[config.mk]
export PLATFORM = sky130hd
export DESIGN_NAME = fifo_arb_ctrl_flat
export DESIGN_NICKNAME = d
export VERILOG_FILES = /design/src/rtl/fifo_arb_ctrl_if.sv /design/src/rtl/fifo_arb_ctrl.sv /design/src/flat_wrapper.sv
export SDC_FILE = /design/constraint.sdc
export NUM_CORES = 1
export LEC_CHECK = 0
export CAP_MARGIN = 20
export CORE_MARGIN = 4
export CORE_UTILIZATION = 39
export CTS_CLUSTER_DIAMETER = 120
export DETAILED_ROUTE_END_ITERATION = 10
export PLACE_DENSITY = 0.86
export SLEW_MARGIN = 0
export SYNTH_ARGS = -nofsm -noshare
export SYNTH_HDL_FRONTEND = slang
export SYNTH_SLANG_ARGS = --single-unit
[constraint.sdc]
create_clock -name clk -period 6.25 [get_ports clk]
set_input_delay 0.625 -clock clk [delete_from_list [all_inputs] [get_ports clk]]
set_output_delay 0.625 -clock clk [all_outputs]
set_load 0.05 [all_outputs]
[src/rtl/fifo_arb_ctrl_if.sv]
`default_nettype none
// ============================================================================
// Module      : fifo_arb_ctrl_if
// Description : Producer/consumer handshake bundle for fifo_arb_ctrl.
// Revision    : 1.0 - initial release
// ============================================================================
interface fifo_arb_ctrl_if #(
    parameter int BITS  = 4,
    parameter int DEPTH = 8
);
    localparam int CW = $clog2(DEPTH + 1);

    logic            req0;
    logic            req1;
    logic [BITS-1:0] data0;
    logic [BITS-1:0] data1;
    logic            pop;
    logic            drain;
    logic            clr;
    logic            gnt0;
    logic            gnt1;
    logic            push_en;
    logic [BITS-1:0] push_data;
    logic [CW-1:0]   sel;
    logic [CW-1:0]   count;
    logic            full;
    logic            empty;
    logic            pop_ok;
    logic            draining;
    logic            underflow;

    modport master (
        output req0, req1, data0, data1, pop, drain, clr,
        input  gnt0, gnt1, push_en, push_data, sel, count,
        input  full, empty, pop_ok, draining, underflow
    );

    modport slave (
        input  req0, req1, data0, data1, pop, drain, clr,
        output gnt0, gnt1, push_en, push_data, sel, count,
        output full, empty, pop_ok, draining, underflow
    );
endinterface
`default_nettype wire

[src/rtl/fifo_arb_ctrl.sv]
`default_nettype none
// ============================================================================
// Module      : fifo_arb_ctrl
// Description : Round-robin two-producer arbiter and occupancy/drain control
//               for a shift-register FIFO.
// Revision    : 1.0 - initial release
// ============================================================================
module fifo_arb_ctrl #(
    parameter int BITS  = 4,
    parameter int DEPTH = 8
) (
    input  wire            clk,
    input  wire            rst_n,
    fifo_arb_ctrl_if.slave bus
);
    localparam int c_CW = $clog2(DEPTH + 1);

    typedef enum logic [0:0] {
        S_RUN   = 1'b0,
        S_DRAIN = 1'b1
    } state_t;

    state_t            r_state;
    state_t            w_state_nxt;
    logic [c_CW-1:0]   r_count;
    logic [c_CW-1:0]   w_count_nxt;
    logic              r_last;
    logic              r_drain_q;
    logic              r_underflow;
    logic              w_empty;
    logic              w_full;
    logic              w_drain_rise;
    logic              w_pop_ok;
    logic              w_eligible;
    logic              w_gnt0;
    logic              w_gnt1;
    logic              w_push_en;
    logic [BITS-1:0]   w_push_data;

    assign w_empty      = (r_count == '0);
    assign w_full       = (r_count == c_CW'(DEPTH));
    assign w_drain_rise = bus.drain & ~r_drain_q;

    always_comb begin
        w_state_nxt = r_state;
        w_pop_ok    = 1'b0;
        w_eligible  = 1'b0;
        w_gnt0      = 1'b0;
        w_gnt1      = 1'b0;
        case (r_state)
            S_RUN: begin
                w_pop_ok   = bus.pop & ~w_empty;
                // A full FIFO still accepts a push when a pop frees a slot this cycle.
                w_eligible = ~w_full | w_pop_ok;
                if (w_eligible) begin
                    if (bus.req0 && bus.req1) begin
                        w_gnt0 = r_last;
                        w_gnt1 = ~r_last;
                    end else begin
                        w_gnt0 = bus.req0;
                        w_gnt1 = bus.req1;
                    end
                end
                if (w_drain_rise && !w_empty)
                    w_state_nxt = S_DRAIN;
            end
            S_DRAIN: begin
                w_pop_ok = 1'b1;
                if (r_count <= c_CW'(1))
                    w_state_nxt = S_RUN;
            end
            default: w_state_nxt = S_RUN;
        endcase
    end

    assign w_push_en   = w_gnt0 | w_gnt1;
    assign w_push_data = w_gnt0 ? bus.data0 : (w_gnt1 ? bus.data1 : '0);
    assign w_count_nxt = r_count + {{(c_CW-1){1'b0}}, w_push_en}
                                 - {{(c_CW-1){1'b0}}, w_pop_ok};

    always_ff @(posedge clk or negedge rst_n) begin
        if (!rst_n) begin
            r_state     <= S_RUN;
            r_count     <= '0;
            r_last      <= 1'b1;
            r_drain_q   <= 1'b0;
            r_underflow <= 1'b0;
        end else begin
            r_state   <= w_state_nxt;
            r_count   <= w_count_nxt;
            r_drain_q <= bus.drain;
            if (w_push_en)
                r_last <= w_gnt1;
            if (bus.clr)
                r_underflow <= 1'b0;
            else if (r_state == S_RUN && bus.pop && w_empty)
                r_underflow <= 1'b1;
        end
    end

    assign bus.gnt0      = w_gnt0;
    assign bus.gnt1      = w_gnt1;
    assign bus.push_en   = w_push_en;
    assign bus.push_data = w_push_data;
    assign bus.sel       = r_count;
    assign bus.count     = r_count;
    assign bus.full      = w_full;
    assign bus.empty     = w_empty;
    assign bus.pop_ok    = w_pop_ok;
    assign bus.draining  = (r_state == S_DRAIN);
    assign bus.underflow = r_underflow;
endmodule
`default_nettype wire

[src/flat_wrapper.sv]
// flat-port wrapper written by rule: the top's interface ports become plain ports
module fifo_arb_ctrl_flat 
#(
    parameter int BITS  = 4,
    parameter int DEPTH = 8
)
  (clk, rst_n, bus_req0, bus_req1, bus_data0, bus_data1, bus_pop, bus_drain, bus_clr, bus_gnt0, bus_gnt1, bus_push_en, bus_push_data, bus_sel, bus_count, bus_full, bus_empty, bus_pop_ok, bus_draining, bus_underflow);
  fifo_arb_ctrl_if #(.BITS(BITS), .DEPTH(DEPTH)) bus_i ();
  input  wire clk;
  input  wire rst_n;
  input wire logic [$bits(bus_i.req0)-1:0] bus_req0;
  input wire logic [$bits(bus_i.req1)-1:0] bus_req1;
  input wire logic [$bits(bus_i.data0)-1:0] bus_data0;
  input wire logic [$bits(bus_i.data1)-1:0] bus_data1;
  input wire logic [$bits(bus_i.pop)-1:0] bus_pop;
  input wire logic [$bits(bus_i.drain)-1:0] bus_drain;
  input wire logic [$bits(bus_i.clr)-1:0] bus_clr;
  output wire logic [$bits(bus_i.gnt0)-1:0] bus_gnt0;
  output wire logic [$bits(bus_i.gnt1)-1:0] bus_gnt1;
  output wire logic [$bits(bus_i.push_en)-1:0] bus_push_en;
  output wire logic [$bits(bus_i.push_data)-1:0] bus_push_data;
  output wire logic [$bits(bus_i.sel)-1:0] bus_sel;
  output wire logic [$bits(bus_i.count)-1:0] bus_count;
  output wire logic [$bits(bus_i.full)-1:0] bus_full;
  output wire logic [$bits(bus_i.empty)-1:0] bus_empty;
  output wire logic [$bits(bus_i.pop_ok)-1:0] bus_pop_ok;
  output wire logic [$bits(bus_i.draining)-1:0] bus_draining;
  output wire logic [$bits(bus_i.underflow)-1:0] bus_underflow;
  assign bus_i.req0 = bus_req0;
  assign bus_i.req1 = bus_req1;
  assign bus_i.data0 = bus_data0;
  assign bus_i.data1 = bus_data1;
  assign bus_i.pop = bus_pop;
  assign bus_i.drain = bus_drain;
  assign bus_i.clr = bus_clr;
  assign bus_gnt0 = bus_i.gnt0;
  assign bus_gnt1 = bus_i.gnt1;
  assign bus_push_en = bus_i.push_en;
  assign bus_push_data = bus_i.push_data;
  assign bus_sel = bus_i.sel;
  assign bus_count = bus_i.count;
  assign bus_full = bus_i.full;
  assign bus_empty = bus_i.empty;
  assign bus_pop_ok = bus_i.pop_ok;
  assign bus_draining = bus_i.draining;
  assign bus_underflow = bus_i.underflow;
  fifo_arb_ctrl #(.BITS(BITS), .DEPTH(DEPTH)) u_core (.clk(clk), .rst_n(rst_n), .bus(bus_i));
endmodule
== Word-level counts from Yosys, hierarchy flattened ==
Index checks and enable logic that the tools add are counted.
Storage, ports and cells
  input port bits: 15
  output and inout bits: 20
  bits in registers: 8
Operators by class
  $add $sub $neg: 2
  bitwise operators: 9
  eq/ne operators: 1
  reductions and logical operators: 7
  mux-type cells: 14
  $lt $le $gt $ge: 1
Operators with widths (count)
  $mux 1: 10
  $mux 4: 2
  $not 1->1: 5
  $add 4x1->4: 1
  $eq 4x4->1 const B: 1
  $le 4x1->1 const B: 1
  $logic_and 1x1->1: 4
  $logic_not 4->1: 1
  $pmux 1 s2: 2
  $sub 4x1->4: 1
  $and 1x1->1: 2
  $or 1x1->1: 2
  $reduce_bool 2->1: 1
  $logic_not 1->1: 1

== Longest topological paths before layout ==
  depth in word-level cells: 9
  gate-level depth with buffers: 11
  gate-level depth less buffers: 11

== Least setup slack after synthesis ==
Ideal clock, no wire load.
  path kind: reg2reg
  start: register u_core.r_count[2], in the netlist u_core.bus.count[2]
  end: register u_core.r_count[2], in the netlist u_core.bus.count[2]
  arrival time: 3.707 ns
  cell stages (with the launch flop): 11
  setup time: 0.123 ns
  required time: 6.127 ns
  buffers on the path: 0
  setup slack: 2.421 ns
  cells stage by stage: dfrtp_1 inv_1 ha_1 nor3b_2 o21ai_0 ha_1 inv_1 ha_1 inv_1 fa_1 xnor2_1
On the way
  elaborated cells between the ends (all ways): 14
  classes of those cells: add/sub (2); eq/ne (1); mux (5); bitwise (5); reduce/logical (1)
RTL lines
  from (decl): RTL line fifo_arb_ctrl.sv:25  | logic [c_CW-1:0] r_count;
  from (signal assigned): RTL line fifo_arb_ctrl.sv:90  | r_count <= w_count_nxt;
  $logic_not 4->1: RTL line fifo_arb_ctrl.sv:40  | assign w_empty = (r_count == '0);
  net bus_empty: RTL line flat_wrapper.sv:25  | output wire logic [$bits(bus_i.empty)-1:0] bus_empty;
  $not 1->1: RTL line fifo_arb_ctrl.sv:52  | w_pop_ok = bus.pop & ~w_empty;
  $and 1x1->1: RTL line fifo_arb_ctrl.sv:52
  $pmux 1 s2: RTL line fifo_arb_ctrl.sv:50  | case (r_state)
  net bus_pop_ok: RTL line flat_wrapper.sv:26  | output wire logic [$bits(bus_i.pop_ok)-1:0] bus_pop_ok;
  $sub 4x1->4: RTL line fifo_arb_ctrl.sv:79  | - {{(c_CW-1){1'b0}}, w_pop_ok};
  net u_core.w_count_nxt[2]: RTL line fifo_arb_ctrl.sv:26  | logic [c_CW-1:0] w_count_nxt;
The timed path passes the listed nets, and every way through them passes these cells.
A chain may end at the register's enable or synchronous reset.

== Final worst setup path ==
  start: input port bus_req0
  end: output port bus_push_data[3]
On the way
  word-level cells in the longest chain between the ends: 6
  elaborated cells between the ends (all ways): 9
  classes of those cells: mux (8); reduce/logical (1)
RTL lines
  from (decl): RTL line flat_wrapper.sv:11  | input wire logic [$bits(bus_i.req0)-1:0] bus_req0;
  $logic_and 1x1->1: RTL line fifo_arb_ctrl.sv:56  | if (bus.req0 && bus.req1) begin
  $mux 1: RTL line fifo_arb_ctrl.sv:56
  $mux 1: RTL line fifo_arb_ctrl.sv:55  | if (w_eligible) begin
  $mux 1: RTL line fifo_arb_ctrl.sv:50
  $mux 4: RTL line fifo_arb_ctrl.sv:77  | assign w_push_data = w_gnt0 ? bus.data0 : (w_gnt1 ? bus.data1 : '0);
  $mux 4 *: RTL line fifo_arb_ctrl.sv:77
  to (decl): RTL line flat_wrapper.sv:21  | output wire logic [$bits(bus_i.push_data)-1:0] bus_push_data;
Every way passes the cells marked *; elsewhere a longest branch is shown, timed or not.

==> metrics <==
status completed; clock buffer depth 2; CP required 5620 ps; Layout Nets 123; Site Rows 13; Post-Place Worst Slack around 3000 ps; vias 560; clock input transition at the sequential cells of the worst setup and hold paths 60 ps; DIE WIDTH 47.45 um; clk_lat worst skew ~270 ps; Slew @ Worst Pin 509.8 ps; Die ar. roughly 2300 um2; endpoint type of the worst setup path output port; Synth Area in Compound Gates a little under a fifth; CP Launch Type primary input; TritonRoute pass-1 iters 4; CTS tree done; total track usage between 10% and 20%; worst min path class flop to flop; Rel. slew slack around 66%; crit path DAT approximately 2600 ps; Num CTS Buffers 3; final worst-path cycle share 51.76%; GRT overflow 0; Fin. Hold Viols 0; global-route wire length before repair 2373 um; Synthesized Nets approximately 90; H-tree depth 1; post-CTS setup buffer count 0; Synth warnings 0; area of the multi-input gates roughly 340 um2; Mapped Area 606.8 um2; Core Region approximately 1400 um2; Final Non-Filler Cells approximately 110; antenna diode count 0; Finish-stage setup viols 0; drt total wl ~1500 um; drt drc 0; largest net degree at the start of global routing 10; hpwl dp roughly 1300 um; clk_skew around 6.6 ps; Die Ht approximately 47 um; DR top layer met4; f_max about 0.3 GHz; ports placed on the boundary 35; Initial DRC Count 3; main combinational cell family by area after synthesis compound AO/OA/AOI/OAI gates; simple-gate area share of the yosys netlist between 15 and 20%; Routed Antenna Nets 0; filler instances 100; WS Path Type primary input to output port; R2R Setup Slk roughly 3800 ps; sequential share of the synthesized area between 30% and 40%; M1 WL 608 um; number of clock sinks 8; Post-Synthesis Cells 66; WL per Instance 13.25 um; crit path time final 3235 ps; #FFs+latches synth 8; CTS Root Cell clkbuf_4; met2 routed WL approximately 800 um; share of post-route cells with drive strength above 1 around 7%; via/cell ratio 4.912; Synth Area per Inst about 9.2 um2; final slew viol count 0; GP Congestion a little under 0.8; setup_tns 0 ps; cts-stage hold buffer count 0; Layout area overhead 57.94%; antenna violations before repair 0; RSZ-0062 raised after global routing false; Synth Area in Adders around 18%; Starting Density 43.89%; post-synthesis mux area share 0%; placed cell count 110; vias in the first global route 560; Max-cap violations 0; post_cts resized 0; port bufs 34; Netlist cell types 24; Reg area between 200 and 250 um2; xor and xnor area share after synthesis 2.887%; DR WL met3 roughly 67 um; hold slack around 490 ps; worst-path fanout max 8; final worst slack between 3000 and 4000 ps
## flip-flops by register name (all words and copies together) (netlist names)
register              flops
u_core.bus.count          4
u_core.bus.draining       1
u_core.bus.underflow      1
u_core.r_drain_q          1
u_core.r_last             1
## metal layers
metal | global-route usage, % | vias to the layer above
met3 | 5.639 | 5
met1 | 17.70 | 257
met4 | 13.26 | 0
li1 | - | 285
met5 | 0 | -
met2 | 25.40 | 13
## critical path, stage by stage
cell             delay (ps)
clkdlybuf4s50_1         550
a21boi_1                390
a32oi_1                 100
nor2_1                  120
clkdlybuf4s50_1         820
## cell usage after synthesis
master | instances | area [um2]
o22ai_1 | 1 | 6.260
nand2b_1 | 3 | 18.77
nand2_1 | 3 | 11.26
inv_1 | 9 | 33.78
a31oi_1 | 1 | 6.260
fa_1 | 1 | 20.02
a21o_1 | 1 | 7.510
or2_1 | 1 | 6.260
a21oi_1 | 4 | 20.02
a21boi_1 | 1 | 7.510
ha_1 | 7 | 87.58
o22a_1 | 1 | 8.760
xor2_1 | 1 | 8.760
o21ai_0 | 1 | 5.000
dfstp_2 | 1 | 26.28
dfrtp_1 | 7 | 175.2
a21o_4 | 1 | 15.01
clkbuf_1 | 1 | 3.750
nor2_1 | 9 | 33.78
nor2b_1 | 1 | 6.260
buf_4 | 4 | 30.03
xnor2_1 | 1 | 8.760
nor3b_2 | 2 | 25.02
a32oi_1 | 4 | 35.03
## area by class of cell
class | count | area share (%)
repair buffers | 34 | 35.51
multi-input cells | 44 | 35.25
flip-flops and latches | 8 | 21.02
inverters | 9 | 3.525
clock buffers | 4 | 2.742
well taps | 15 | 1.958
## metrics by stage
stage | util (%) | area, um2
after floorplan | - | 606.8
after global placement | 67.42 | 932.1
after detailed placement | 67.42 | 932.1
after CTS | 69.32 | 958.4
after global routing | 69.32 | 958.4
final | 69.32 | 958.4
## final timing paths
kind	depth (start not counted)	start	end
worst min register to register	2	u_core.bus.underflow$_DFFE_PN0P_	u_core.bus.underflow$_DFFE_PN0P_
worst max register to register	11	u_core.bus.count[3]$_DFF_PN0_	u_core.bus.count[2]$_DFF_PN0_
worst max-delay path	5	bus_req0	bus_push_data[3]
min in group asynchronous	1	rst_n	u_core.bus.underflow$_DFFE_PN0P_
worst min-delay path	2	u_core.bus.underflow$_DFFE_PN0P_	u_core.bus.underflow$_DFFE_PN0P_
max in group asynchronous	1	rst_n	u_core.r_last$_DFFE_PN1P_
## cell usage in the layout (no fill, tap or decap), drive strengths merged, types with 2 or more instances in the layout
master          n
nor3b           2
nand2           3
inv             9
nor2            9
a21oi           4
ha              7
a21o            2
nand2b          3
a32oi           4
clkdlybuf4s50  34
clkbuf          4
dfrtp           7
## logic make-up after synthesis
family	count (synthesis)
AO/OA/AOI/OAI	15
buffers and inverters	14
XOR/XNOR	2
AND/OR/NAND/NOR	19
flip-flops	8
adder cells (fa/ha/maj)	8
Power is not shown: default switching activity piles up to over one toggle a cycle in this logic, so the estimate is an artifact.
